===== src/rtl/decoder_gate_pkg.sv =====
// Shared definitions for the decoder-based gate arbiter: op codes, gate truth
// tables and FSM state encoding.
package decoder_gate_pkg;

    typedef enum logic [2:0] {
        OP_AND   = 3'd0,
        OP_OR    = 3'd1,
        OP_NAND  = 3'd2,
        OP_NOR   = 3'd3,
        OP_XOR   = 3'd4,
        OP_XNOR  = 3'd5,
        OP_NOT_A = 3'd6,
        OP_BUF_A = 3'd7
    } op_e;

    typedef enum logic [1:0] {
        ST_IDLE = 2'd0,
        ST_EVAL = 2'd1,
        ST_RESP = 2'd2
    } state_e;

    // Entry [op] is the truth table of that gate, bit {a,b} holds the output.
    localparam logic [7:0][3:0] MASK_TABLE = {
        4'b1100,  // BUF_A
        4'b0011,  // NOT_A
        4'b1001,  // XNOR
        4'b0110,  // XOR
        4'b0001,  // NOR
        4'b0111,  // NAND
        4'b1110,  // OR
        4'b1000   // AND
    };

    function automatic logic gate_eval(input logic [3:0] minterm, input logic [2:0] sel);
        return |(minterm & MASK_TABLE[sel]);
    endfunction

endpackage


===== src/rtl/decoder_gate_arbiter_dec2to4.sv =====
// 2-to-4 one-hot minterm decoder feeding the shared gate unit.
module dec2to4 (
    input  logic       a,
    input  logic       b,
    output logic [3:0] m
);

    // One-hot minterm select from {a,b}
    always_comb begin
        case ({a, b})
            2'b00:   m = 4'b0001;
            2'b01:   m = 4'b0010;
            2'b10:   m = 4'b0100;
            2'b11:   m = 4'b1000;
            default: m = 4'b0000;
        endcase
    end

endmodule


===== src/rtl/decoder_gate_arbiter.sv =====
// Round-robin arbiter sharing one decoder-based gate unit among N_REQ
// requesters; IDLE -> EVAL (grant pulse) -> RESP (held until acknowledged).
module decoder_gate_arbiter
    import decoder_gate_pkg::*;
#(
    parameter int N_REQ = 4,
    parameter int ID_W  = 2
) (
    input  logic               clk,
    input  logic               rst,
    input  logic [N_REQ-1:0]   req,
    input  logic [N_REQ-1:0]   a,
    input  logic [N_REQ-1:0]   b,
    input  logic [3*N_REQ-1:0] op,
    input  logic               res_ack,
    output logic [N_REQ-1:0]   gnt,
    output logic               res,
    output logic               res_valid,
    output logic [ID_W-1:0]    res_id,
    output logic               busy
);

    state_e                    state_q, state_d;
    logic [ID_W-1:0]           ptr_q, ptr_d;
    logic [ID_W-1:0]           win_q, win_d;
    logic                      a_q, a_d;
    logic                      b_q, b_d;
    logic [2:0]                op_q, op_d;
    logic [N_REQ-1:0]          gnt_q, gnt_d;
    logic                      res_q, res_d;
    logic                      res_valid_q, res_valid_d;
    logic [ID_W-1:0]           res_id_q, res_id_d;
    logic                      busy_q, busy_d;

    logic                      found_s;
    logic [ID_W-1:0]           win_s;
    logic [ID_W-1:0]           idx_s;
    logic [3:0]                minterm_s;
    logic [N_REQ-1:0][2:0]     op_pk_s;

    assign op_pk_s = op;

    dec2to4 u_dec (
        .a (a_q),
        .b (b_q),
        .m (minterm_s)
    );

    // Round-robin search: first requesting index at or after ptr
    always_comb begin
        found_s = 1'b0;
        win_s   = ptr_q;
        idx_s   = '0;
        for (int k = 0; k < N_REQ; k++) begin
            idx_s = ID_W'((int'(ptr_q) + k) % N_REQ);
            if (!found_s && req[idx_s]) begin
                found_s = 1'b1;
                win_s   = idx_s;
            end else begin
                found_s = found_s;
            end
        end
    end

    // State and output registers
    always_ff @(posedge clk or posedge rst) begin
        if (rst) begin
            state_q     <= ST_IDLE;
            ptr_q       <= '0;
            win_q       <= '0;
            a_q         <= 1'b0;
            b_q         <= 1'b0;
            op_q        <= 3'd0;
            gnt_q       <= '0;
            res_q       <= 1'b0;
            res_valid_q <= 1'b0;
            res_id_q    <= '0;
            busy_q      <= 1'b0;
        end else begin
            state_q     <= state_d;
            ptr_q       <= ptr_d;
            win_q       <= win_d;
            a_q         <= a_d;
            b_q         <= b_d;
            op_q        <= op_d;
            gnt_q       <= gnt_d;
            res_q       <= res_d;
            res_valid_q <= res_valid_d;
            res_id_q    <= res_id_d;
            busy_q      <= busy_d;
        end
    end

    // Next state; the winner's operands are captured once, in IDLE
    always_comb begin
        state_d = state_q;
        ptr_d   = ptr_q;
        win_d   = win_q;
        a_d     = a_q;
        b_d     = b_q;
        op_d    = op_q;
        case (state_q)
            ST_IDLE: begin
                if (found_s) begin
                    state_d = ST_EVAL;
                    win_d   = win_s;
                    a_d     = a[win_s];
                    b_d     = b[win_s];
                    op_d    = op_pk_s[win_s];
                end else begin
                    state_d = ST_IDLE;
                end
            end
            ST_EVAL: state_d = ST_RESP;
            ST_RESP: begin
                if (res_ack) begin
                    state_d = ST_IDLE;
                    ptr_d   = ID_W'((int'(win_q) + 1) % N_REQ);
                end else begin
                    state_d = ST_RESP;
                end
            end
            default: state_d = ST_IDLE;
        endcase
    end

    // Output next values, registered so they line up with the state they describe
    always_comb begin
        gnt_d       = '0;
        res_d       = res_q;
        res_id_d    = res_id_q;
        res_valid_d = 1'b0;
        busy_d      = (state_d != ST_IDLE);
        case (state_q)
            ST_IDLE: begin
                if (found_s) begin
                    gnt_d = N_REQ'(1) << win_s;
                end else begin
                    gnt_d = '0;
                end
            end
            ST_EVAL: begin
                res_d       = gate_eval(minterm_s, op_q);
                res_id_d    = win_q;
                res_valid_d = 1'b1;
            end
            ST_RESP: begin
                if (res_ack) begin
                    res_valid_d = 1'b0;
                end else begin
                    res_valid_d = 1'b1;
                end
            end
            default: res_valid_d = 1'b0;
        endcase
    end

    assign gnt       = gnt_q;
    assign res       = res_q;
    assign res_valid = res_valid_q;
    assign res_id    = res_id_q;
    assign busy      = busy_q;

endmodule


===== config.mk =====
export PLATFORM = sky130hd
export DESIGN_NAME = decoder_gate_arbiter
export DESIGN_NICKNAME = d
export VERILOG_FILES = /design/src/rtl/decoder_gate_pkg.sv /design/src/rtl/decoder_gate_arbiter_dec2to4.sv /design/src/rtl/decoder_gate_arbiter.sv
export SDC_FILE = /design/constraint.sdc
export NUM_CORES = 1
export LEC_CHECK = 0
export CORE_MARGIN = 5
export CORE_UTILIZATION = 47
export CTS_CLUSTER_DIAMETER = 40
export DETAILED_ROUTE_END_ITERATION = 16
export DONT_BUFFER_PORTS = 1
export GPL_TIMING_DRIVEN = 0
export PLACE_DENSITY = 0.65
export SLEW_MARGIN = 25
export SYNTH_ARGS = -nofsm -noshare
export SYNTH_HDL_FRONTEND = slang
export SYNTH_SLANG_ARGS = --single-unit

===== constraint.sdc =====
create_clock -name clk -period 2.1 [get_ports clk]
set_input_delay 0.21 -clock clk [delete_from_list [all_inputs] [get_ports clk]]
set_output_delay 0.21 -clock clk [all_outputs]
set_load 0.005 [all_outputs]

Yosys cells after proc, flatten, opt, wreduce, memory -nomap -nowiden
Memories as Yosys holds them, arrays and structs flattened.
Cells that the tools add are included.
{ "op_classes": {"n_bitwise": 1, "addsub": 4, "muxes": 30, "shifts": 1, "n_reduce_logical": 12, "n_eq_ne": 5, "n_lt_le_gt_ge": 6} }
{ "ops": {"columns": ["op", "count"], "rows": [
  ["case mux 4 bit (4 select lines)", 1],
  ["less-than comparator 2 x 3 -> 1 bit, second input constant", 5],
  ["binary-select mux 1 bit (select 2 bit)", 6],
  ["two-way mux 1 bit", 12],
  ["two-way mux 4 bit", 3],
  ["two-way mux 2 bit", 4],
  ["binary-select mux 3 bit (select 2 bit)", 1],
  ["== test 2 bit, second input constant", 3],
  ["case mux 2 bit (3 select lines)", 1],
  ["adder 2 x 1 -> 2 bit, second input constant", 2],
  ["adder 2 bit, second input constant", 2],
  ["AND 4 bit", 1],
  ["== test 2 x 1 -> 1 bit, second input constant", 2],
  ["zero test 2 bit", 2],
  ["less-than comparator 3 x 4 -> 1 bit, second input constant", 1],
  ["AND reduction 2 bit", 2],
  ["OR reduction 4 bit", 1],
  ["<< shifter 1 x 2 -> 4 bit, first input constant", 1],
  ["logical AND 1 bit", 3],
  ["zero test 1 bit", 3],
  ["two-way mux 3 bit", 1],
  ["case mux 1 bit (2 select lines)", 1],
  ["nonzero test 2 bit", 1]
]} }
{ "totals": {"output_inout_bits": 9, "mem_bits_ro": 32, "register_bits": 20, "input_bits": 27, "mem_count": 1, "wordCells": 71} }
{ "memory_table": {"columns": ["name", "words", "word_bits", "rd", "rd_ports_with_merged_regs", "wr", "line", "rtl"], "rows": [
  ["(no name shown)", 8, 4, 1, 0, 0, "decoder_gate_pkg.sv:35", "return |(minterm & MASK_TABLE[sel]);"]
]} }

Depth between registers and ports, before layout
Gate-level depths: netlist of run 1.
{ "depth": {"ltp_word": 15, "ltp_mapped": 7, "ltp_nobuf": 7} }

Cells and area by module
Synthesis of run 1 repeated with hierarchy kept, for this count alone.
{ "unflattened": {"cells_unflattened": 106, "area_unflattened_um2": 1088.5} }
{ "modules_own_cells": {"columns": ["module", "instances", "seq_area_each_um2", "area_per_inst_um2", "cells_each"], "rows": [
  ["decoder_gate_arbiter", 1, 500.5, 1062.3, 102],
  ["dec2to4", 1, 0.0, 26.3, 4]
]} }

Worst setup path after synthesis of run 1
OpenSTA, ideal clock, no wires.
{ "synth_timing": {"kind": "flip-flop to flip-flop", "startpoint": "register ptr_q[1]", "endpoint": "register a_q", "stages_incl_launch_ff": 8, "path_slack_ns": 0.404, "setup_time_ns": 0.124, "n_path_buf": 2, "required_time_ns": 1.976, "period_less_slack_ns": 1.696, "arrival_ns": 1.572, "cell_sequence": "dfrtp_1 > buf_6 > nor2b_1 > a2111o_1 > buf_2 > nand3_1 > a21oi_1 > a211o_1"} }
{ "synth_between": {"elab_chain_cells": 14, "word_cells_on_any_way": 27, "classes_between": "3 x add/sub; 17 x mux; 7 x reduce/logical"} }
{ "synth_rtl": {"columns": ["element", "line", "rtl"], "rows": [
  ["from (decl)", "decoder_gate_arbiter.sv:24", "logic [ID_W-1:0] ptr_q, ptr_d;"],
  ["from (signal assigned)", "decoder_gate_arbiter.sv:81", "ptr_q <= ptr_d;"],
  ["parallel branches: the longest is 14 deep, another holds adder 2 x 1 -> 2 bit", null, null],
  ["to (signal assigned)", "decoder_gate_arbiter.sv:71", "a_q <= 1'b0;"],
  ["to (signal assigned)", "decoder_gate_arbiter.sv:83", "a_q <= a_d;"],
  ["to (decl)", "decoder_gate_arbiter.sv:26", "logic a_q, a_d;"]
]} }
Several ways; the timed one is not identified. The select of a mux whose other input is x is not followed.
A chain may end at the register's enable or synchronous reset.

Worst setup path after layout of run 1
{ "layout_timing": {"startpoint": "register ptr_q[1]", "endpoint": "register op_q[1]"} }
{ "layout_between": {"elab_chain_cells": 14, "word_cells_on_any_way": 27, "classes_between": "3 x add/sub; 17 x mux; 7 x reduce/logical"} }
{ "layout_rtl": {"columns": ["element", "line", "rtl"], "rows": [
  ["parallel branches: the longest is 14 deep, another holds adder 2 x 1 -> 2 bit", null, null],
  ["to (signal assigned)", "decoder_gate_arbiter.sv:85", "op_q <= op_d;"],
  ["to (decl)", "decoder_gate_arbiter.sv:28", "logic [2:0] op_q, op_d;"]
]} }
Several ways; the timed one is not identified. The select of a mux whose other input is x is not followed.

==> results.py, run 1 <==
metrics = {
    "synthesis": {
        "ys_seq_area_share_pct": 41.6,
        "syn_nets": 162,
        "synth_cell_types": 32,
        "syn_area_sq_um": 1200,
        "yosysTopAreaCell": "dfrtp_1",
        "synth_top_area_share_pct": 41.6,
        "syn_avg_cell_area_sq_um": 9.32,
        "yosys_register_bits": 20,
        "synth_area_leaders": "dfrtp_1 42%, ha_1 6.2%, o21ai_0 5.4%",
        "synthCells": 129,
        "yosys_warnings": 0,
    },
    "run_status": {
        "status": "completed",
    },
    "sta": {
        "finalCriticalPeriod_ps": 1840,
        "maxSlewViolCount": 0,
        "rsz0062_at_grt": "no",
        "setup_tns_ps": 0,
        "worst_pin_slew_ps": 758,
        "finalCritPeriodShare_pct": 87.5,
        "skew_ps": 2.06,
        "setup_viol": 0,
        "final_hold_viol_count": 0,
        "slew_headroom_pct": 49.4,
        "fmax_ghz": 0.544,
        "fin_ws_ps": 263,
    },
    "cts": {
        "cts.sinks": 20,
        "ctsLongestPathBuffers": 2,
        "clk_latency_ps": 300,
        "cts_made_buffers": 3,
        "root_buffer": "clkbuf_4",
        "cts_max_level": 1,
        "tritoncts": "built",
        "clk_pin_slew_ps": 110,
    },
    "floorplan": {
        "die-area_sq_um": 3670,
        "core_sq_um": 2450,
        "boundaryPins": 36,
        "die_w_microns": 60.6,
        "initial_core_util_pct": 49.0,
        "std_cell_rows": 18,
        "die_y_microns": 60.6,
    },
    "finish": {
        "area_growth_pct": 7.39,
        "layout_common_cells": "20 x dfrtp_1, 13 x o21ai_0, 10 x nand3_1, 9 x a21oi_1, 8 x inv_1",
        "nets": 168,
        "fin_util_pct": 52.6,
        "drive_gt1_share_pct": 13.4,
        "final_common_cell": "dfrtp_1",
        "diodes": 0,
    },
    "global_routing": {
        "grt_max_degree": 21,
        "grt_pass1_wl_microns": 4230,
        "grt_use_total_pct": 15.6,
        "grt_overflow": 0,
        "grt_pass1_vias": 978,
        "antenna_found_initial": 0,
    },
    "detailed_routing": {
        "drtAntennaViolNets": 0,
        "drtIter0Drc": 62,
        "drc": 0,
        "routed_wirelength_microns": 2620,
        "dr.pass1.iters": 4,
        "avgViaCountPerCell": 5.90,
        "wl_per_cell_microns": 16.0,
        "vias": 967,
    },
    "worst_setup_path": {
        "timing_worst_setup_path_type": "flop to flop",
        "path_max_fanout": 10,
        "cp_data_required_time_ps": 2350,
        "worst_setup_path_end_kind": "flop",
        "cp-start-kind": "flop",
        "crit_arrival_ps": 2080,
    },
    "power": {
        "p_leak_nw": 0.593,
        "powerDensity_nw_per_um2": 1400,
        "max-vdd-ir-drop_mv": 0.666,
    },
    "placed_design": {
        "pre_cts_slack_ps": 149,
        "dp_hpwl_microns": 2010,
        "place.gp.congestion": 0.798,
        "io_buffers": 0,
    },
    "worst_hold_path": {
        "holdCritPathClass": "input port to flop",
    },
    "flow_run": {
        "cap_violations": 0,
    },
}
## metrics by stage
step,std cells,power [mW],hold slack [ps],cell area [sq um]
2_1_floorplan,129,1.39,174,1200
3_3_place_gp,159,1.55,268,1240
3_5_place_dp,159,1.59,292,1240
4_1_cts,164,1.82,97.8,1290
5_1_grt,164,1.98,108,1290
6_report,164,1.80,104,1290
## worst paths after layout
path | startpoint | to | cells after the start | slack (ps)
max | ptr_q[1]$_DFFE_PP0P_ | op_q[1]$_DFFE_PP0P_ | 7 | 260
min | res_ack | ptr_q[0]$_DFFE_PP0P_ | 2 | 100
max reg2reg | ptr_q[1]$_DFFE_PP0P_ | op_q[1]$_DFFE_PP0P_ | 7 | 260
min reg2reg | op_q[0]$_DFFE_PP0P_ | op_q[0]$_DFFE_PP0P_ | 1 | 530
max in group asynchronous | rst | gnt[2]$_DFF_PP0_ | 2 | 1150
min in group asynchronous | rst | a_q$_DFFE_PP0P_ | 2 | 470
## cell usage after synthesis
cell and instances:
buf_6 1, o21ba_1 1, a21oi_2 5, a2111o_1 1, nor2b_1 5, nor3_1 3, inv_1 8, nor4bb_1 1
nand3_1 10, and3_1 1, and2b_1 1, a211o_1 5, or4_1 1, nand2_1 7, a2111oi_2 1, xor2_1 1
dfrtp_1 20, nor4_1 2, mux2i_1 2, clkbuf_1 3, o21a_1 2, nor2_1 7, ha_1 6, a21oi_1 9
o41ai_2 1, a211oi_1 2, o31ai_1 1, xnor2_1 2, o21ai_0 13, mux2_2 2, o21ai_1 2, buf_2 3
## what timing repair did
| item | 4_1_cts | 5_1_grt |
|---|---|---|
| endpoints found under the setup margin | 0 | 1 |
| hold buffers | 1 | 0 |
| buffers inserted | 0 | 0 |
| endpoints found under the hold margin | 20 | 0 |
| gates resized for setup | 0 | 1 |
## power breakdown
group          switching [mW]  internal, mW  leakage (nW)
registers               0.130         0.556         0.253
logic                   0.501         0.395         0.318
clock network           0.116         0.106        0.0210
total                   0.746          1.06         0.593
## critical path, stage by stage, from the launching register on
cell       delay [ps]
dfrtp_1           390
buf_6             130
nor2b_1           140
a2111oi_2         430
buf_2             290
o21ai_0           150
a21oi_2           150
a211o_1           100
## area by class of cell
cell class,instances,area (sq um)
fillers,240,1160
clock buffers,4,36.3
well taps,30,37.5
multi-input cells,94,639
repair buffers,1,10.0
flip-flops and latches,20,500
inverters,8,30.0
plain buffers,7,37.5
## layer usage
metal,part of all wire [%],track usage (%),routed length [microns],vias up
met3,6.3,2.34,166,4
met5,0,0,0,-
met2,46,26.6,1220,25
met1,46,19.7,1210,463
met4,1.2,6.50,31,0
li1,-,-,-,475
## logic make-up after synthesis
group / synth area share (%)
AOI/OAI and AO/OA: 24.8
and+or+nand+nor: 16.0
muxes: 3.54
buffers and inverters: 5.62
xor gates and xnor gates: 2.19
DFF: 41.6
adders and majority gates: 6.24
## registers in the layout, indices dropped and copies added (netlist names)
name	cells
res	1
busy	1
gnt	4
res_id	2
state_q	2
res_valid	1
a_q	1
win_q	2
b_q	1
op_q	3
ptr_q	2
Power figures use the tool's default switching activity.
==> run 2, diff against run 1 <==
Settings changed: CTS_BUF_LIST from default to sky130_fd_sc_hd__clkbuf_4, PLACE_DENSITY 0.65 to 0.67, SETUP_SLACK_MARGIN from default to 0.1.
Clock period 2.1 ns to 1.6 ns, I/O delays scaled along.
==> run 2 against run 1 <==
  * The flow now finishes with violations (negative setup slack)
  * Worst setup slack got worse by 390 ps
  * Sequential power rose by 31%
  * Clock skew fell by 1.1 ps
  * Power rose by 52%
  * Design area rose by 17%
  * Clock power rose by 8%
  * Combinational power rose by 80%
  * Flip-flop and latch count did not move
  * Highest routed layer unchanged
==> results.py, run 2 (synthesized netlist as in run 1, its figures left out) <==
metrics = {
    "run_status": {
        "status": "finished, violations left",
        "violations": "negative setup slack",
    },
    "floorplan": {
        "die_y_microns": 60.6,
        "std_cell_rows": 18,
        "initial_core_util_pct": 49.0,
        "die_w_microns": 60.6,
        "boundaryPins": 36,
        "core_sq_um": 2450,
        "die-area_sq_um": 3670,
    },
    "finish": {
        "largest_register_ff_count": 4,
        "nets": 178,
        "layout_common_cells": "20 x dfrtp_1, 12 x o21ai_0, 10 x buf_4, 9 x a21oi_1, 7 x nand2_1",
        "drive_gt1_share_pct": 34.7,
        "diodes": 0,
        "fillers": 217,
        "area_growth_pct": 25.7,
        "final_common_cell": "dfrtp_1",
    },
    "power": {
        "fin_total_pwr_mw": 2.74,
        "max-vdd-ir-drop_mv": 0.977,
        "powerDensity_nw_per_um2": 1810,
        "p_leak_nw": 0.673,
    },
    "sta": {
        "skew_ps": 0.954,
        "final_hold_viol_count": 0,
        "maxSlewViolCount": 0,
        "slew_headroom_pct": 48.2,
        "setup_viol": 8,
        "hold_slack_ps": 88.4,
        "worst_pin_slew_ps": 775,
        "fmax_ghz": 0.578,
        "finalCritPeriodShare_pct": 108,
        "fin_ws_ps": -130,
        "finalCriticalPeriod_ps": 1730,
        "rsz0062_at_grt": "yes",
    },
    "worst_setup_path": {
        "path_max_fanout": 6,
        "crit_arrival_ps": 1970,
        "cp_data_required_time_ps": 1840,
        "r2r_slack_ps": -130,
        "timing_worst_setup_path_type": "flop to flop",
        "cp-start-kind": "flop",
        "worst_setup_path_end_kind": "flop",
    },
    "placed_design": {
        "dp_hpwl_microns": 2100,
        "io_buffers": 0,
        "pre_cts_slack_ps": -293,
        "place.gp.congestion": 0.815,
    },
    "flow_run": {
        "cap_violations": 0,
    },
    "detailed_routing": {
        "drtAntennaViolNets": 0,
        "wl_per_cell_microns": 16.8,
        "drc": 0,
        "routed_wirelength_microns": 2930,
        "dr.pass1.iters": 4,
        "drtIter0Drc": 58,
        "avgViaCountPerCell": 5.70,
        "vias": 991,
    },
    "cts": {
        "clk_pin_slew_ps": 110,
        "clk_latency_ps": 290,
        "ctsLongestPathBuffers": 2,
        "cts_made_buffers": 3,
        "root_buffer": "clkbuf_4",
        "tritoncts": "built",
        "cts.sinks": 20,
        "cts_max_level": 1,
    },
    "global_routing": {
        "grt_use_total_pct": 17.3,
        "grt_max_degree": 21,
        "antenna_found_initial": 0,
        "grt_pass1_vias": 990,
        "grt_overflow": 0,
        "grt_pass1_wl_microns": 4710,
    },
    "worst_hold_path": {
        "holdCritPathClass": "input port to flop",
    },
}
-- run 2: cell types whose count changed in the layout (fill, tap and decap cells not counted), sizes merged --
cell / change
clkinv: +1
clkbuf: -1
buf: +10
-- run 2: metal layers --
| metal | wire [microns] | global-route usage, % | vias up | part of all wire (%) |
|---|---|---|---|---|
| met5 | 0 | 0 | - | 0 |
| met4 | 18 | 4.64 | 0 | 0.61 |
| met3 | 234 | 4.26 | 2 | 8.0 |
| met2 | 1380 | 27.8 | 32 | 47 |
| met1 | 1300 | 23.3 | 464 | 44 |
| li1 | - | - | 493 | - |
-- run 2: final cells by class --
cell class	instances	area (sq um)	area share (%)
buffer	7	53.8	3.56
clock buffer	3	22.5	1.49
clock inverter	1	3.75	0.248
inverter	8	30.0	1.99
sequential	20	500	33.1
timing repair buffer	11	82.6	5.46
tap	30	37.5	2.48
multi-input combinational	94	781	51.7
-- run 2: worst paths after layout --
kind	from	end	cells past startpoint
max	ptr_q[0]$_DFFE_PP0P_	a_q$_DFFE_PP0P_	6
min	res_ack	ptr_q[0]$_DFFE_PP0P_	2
max reg2reg	ptr_q[0]$_DFFE_PP0P_	a_q$_DFFE_PP0P_	6
min reg2reg	a_q$_DFFE_PP0P_	a_q$_DFFE_PP0P_	1
max in group asynchronous	rst	gnt[2]$_DFF_PP0_	2
min in group asynchronous	rst	res_id[0]$_DFFE_PP0P_	2
-- run 2: timing repair --
action / 4_1_cts / 5_1_grt
setup buffers: 7 / 2
gates cloned: 1 / 0
resized for setup: 22 / 5
pin swaps: 5 / 5
hold endpoints to repair: 20 / 0
hold buffers: 1 / 0
endpoints found under the setup margin: 11 / 12
-- run 2: worst max-delay path: stages, from the launching register on --
cell and delay (ps):
dfrtp_1 400, and2b_2 270, o21ba_4 220, or4_4 410, buf_6 150, a21oi_2 100, a211o_1 110
-- run 2: power breakdown --
| group | internal (mW) | switching (mW) | leakage, nW |
|---|---|---|---|
| Combinational | 0.790 | 0.815 | 0.404 |
| Sequential | 0.729 | 0.167 | 0.253 |
| Clock | 0.0906 | 0.149 | 0.0154 |
-- run 2: per-stage QoR --
step                      TNS (ps)  utilization [%]  instances  cell area, sq um
final                         -686             61.6        174              1510
after global routing         -1510             61.6        174              1510
after CTS                     -455             60.3        172              1480
after detailed placement     -1840             52.5        159              1290
after global placement       -1610             52.5        159              1290
after floorplan                  0                -        129              1250
==> run 3, diff against run 2 <==
Settings changed: CTS_BUF_LIST sky130_fd_sc_hd__clkbuf_4 to default.
==> run 3 against run 2 <==
  * Global-route usage up 0.27 points
  * Clock power up 22%
  * Count of clock-buffer cells in the layout up 1
  * The flow still finishes with violations (negative setup slack)
  * Utilization up 0.10 points
  * Register-to-register slack about the same
  * Largest cell class unchanged
  * Cell count down 0.57%
  * Non-clock buffer count down 1
  * Power up 1.6%
  * Critical path type unchanged
  * Critical path depth unchanged
  * Design area up 0.17%
  * Sequential share of layout area down 0.055 points
==> results.py, run 3 (synthesized netlist as in run 1, its figures left out) <==
metrics = {
    "run_status": {
        "status": "finished, violations left",
        "violations": "negative setup slack",
    },
    "flow_run": {
        "cap_violations": 0,
    },
    "power": {
        "clockPowerShare_pct": 10.5,
        "p_leak_nw": 0.674,
        "swShare_pct": 40.9,
        "pwr-share-comb_pct": 57.3,
        "max-vdd-ir-drop_mv": 1.02,
        "powerDensity_nw_per_um2": 1840,
        "intPower_mw": 1.65,
        "p_seq_share_pct": 32.2,
        "p_sw_mw": 1.14,
    },
    "global_routing": {
        "grt_pass1_wl_microns": 4770,
        "antenna_found_initial": 0,
        "grt_pass1_vias": 999,
        "grt_max_degree": 21,
        "grt_overflow": 0,
        "grt_use_total_pct": 17.5,
    },
    "worst_setup_path": {
        "worstPathCellList": "and2b_2, o21ba_4, or4_4, buf_6, a21oi_2, a211o_1",
        "crit_arrival_ps": 1970,
        "path_max_fanout": 6,
        "ff2ff_path_depth": 6,
        "cp-start-kind": "flop",
        "worst_path_max_delay_cell": "dfrtp_1",
        "worst_setup_path_end_kind": "flop",
        "slowest_delay_ps": 410,
        "timing_worst_setup_path_type": "flop to flop",
        "r2r_slack_ps": -130,
        "cp_data_required_time_ps": 1840,
    },
    "sta": {
        "fmax_ghz": 0.580,
        "worst_pin_slew_ps": 775,
        "final_hold_viol_count": 0,
        "maxSlewViolCount": 0,
        "skew_ps": 2.57,
        "slew_headroom_pct": 48.3,
        "finalCriticalPeriod_ps": 1730,
        "finalCritPeriodShare_pct": 108,
        "fin_ws_ps": -125,
        "setup_viol": 8,
        "rsz0062_at_grt": "yes",
    },
    "worst_hold_path": {
        "holdCritPathClass": "input port to flop",
        "worstHoldPathCells": 2,
    },
    "placed_design": {
        "dp.cells": 159,
        "io_buffers": 0,
        "place.gp.congestion": 0.815,
        "dp_hpwl_microns": 2100,
        "pre_cts_slack_ps": -293,
    },
    "floorplan": {
        "std_cell_rows": 18,
        "die_w_microns": 60.6,
        "core_sq_um": 2450,
        "initial_core_util_pct": 49.0,
        "die-area_sq_um": 3670,
        "boundaryPins": 36,
        "die_y_microns": 60.6,
    },
    "detailed_routing": {
        "wl_per_cell_microns": 17.1,
        "avgViaCountPerCell": 5.72,
        "drtAntennaViolNets": 0,
        "vias": 989,
        "dr.pass1.iters": 4,
        "routed_wirelength_microns": 2960,
        "drtIter0Drc": 77,
        "drc": 0,
    },
    "cts": {
        "clk_pin_slew_ps": 110,
        "cts_max_level": 1,
        "ctsLongestPathBuffers": 2,
        "cts.sinks": 20,
        "root_buffer": "clkbuf_4",
        "tritoncts": "built",
        "clk_latency_ps": 290,
        "cts_made_buffers": 3,
    },
    "finish": {
        "nets": 177,
        "multi_input_area_sq_um": 781,
        "instances_no_fill": 173,
        "fin_util_pct": 61.7,
        "largest_register_ff_count": 4,
        "seq_area_sq_um": 500,
        "drive_gt1_share_pct": 35.0,
        "area_growth_pct": 25.9,
        "final_common_cell": "dfrtp_1",
        "fillers": 213,
        "diodes": 0,
        "layout_common_cells": "20 x dfrtp_1, 12 x o21ai_0, 9 x buf_4, 9 x a21oi_1, 7 x nand2_1",
    },
}
-- run 3: timing repair --
item | in CTS | in global routing
hold buffers | 1 | 0
endpoints found under the setup margin | 11 | 12
cloned | 1 | 0
buffers inserted | 6 | 2
pin swaps | 5 | 5
resized for setup | 22 | 5
endpoints found under the hold margin | 20 | 0
-- run 3: cell type report --
type                            instances  share of cell area [%]
Buffer                                  7                    3.55
Clock buffer                            4                    2.40
Inverter                                8                    1.98
Multi-Input combinational cell         94                    51.6
Sequential cell                        20                    33.1
Tap cell                               30                    2.48
Timing Repair Buffer                   10                    4.96
-- run 3: power groups by stage --
stage	clock (mW)	sequential (mW)	combinational, mW
2_1_floorplan	0	0.865	1.01
3_3_place_gp	0	0.906	1.18
3_5_place_dp	0	0.911	1.24
4_1_cts	0.303	0.890	1.53
5_1_grt	0.322	0.926	1.78
6_report	0.292	0.897	1.59
-- run 3: critical path, delay by kind of cell, from the launching register on --
family	cells	cell delay (ps)
AOI/OAI and AO/OA	3	420
buffers and inverters	1	150
DFF	1	410
and+or+nand+nor	2	680
-- run 3: worst paths after layout --
check                                           from                    end
worst max-delay path            ptr_q[0]$_DFFE_PP0P_        a_q$_DFFE_PP0P_
worst min-delay path                         res_ack   ptr_q[0]$_DFFE_PP0P_
worst max register to register  ptr_q[0]$_DFFE_PP0P_        a_q$_DFFE_PP0P_
worst min register to register   op_q[0]$_DFFE_PP0P_    op_q[0]$_DFFE_PP0P_
max in group asynchronous                        rst       gnt[2]$_DFF_PP0_
min in group asynchronous                        rst  res_id[0]$_DFFE_PP0P_
-- run 3: per-layer routing --
layer / track usage (%) / routed length (microns) / vias up
met1: 24.0 / 1330 / 463
met5: 0 / 0 / -
met3: 4.04 / 230 / 2
li1: - / - / 492
met4: 5.57 / 18 / 0
met2: 27.6 / 1380 / 32
-- run 3: per-stage QoR --
stage          setup TNS (ps)  power [mW]  hold WS [ps]  area (sq um)
3_3_place_gp            -1610        2.09           219          1290
5_1_grt                 -1500        3.03          85.4          1510
4_1_cts                  -464        2.73          66.2          1480
3_5_place_dp            -1840        2.15           235          1290
2_1_floorplan               0        1.88           124          1250
6_report                 -694        2.78          84.9          1510
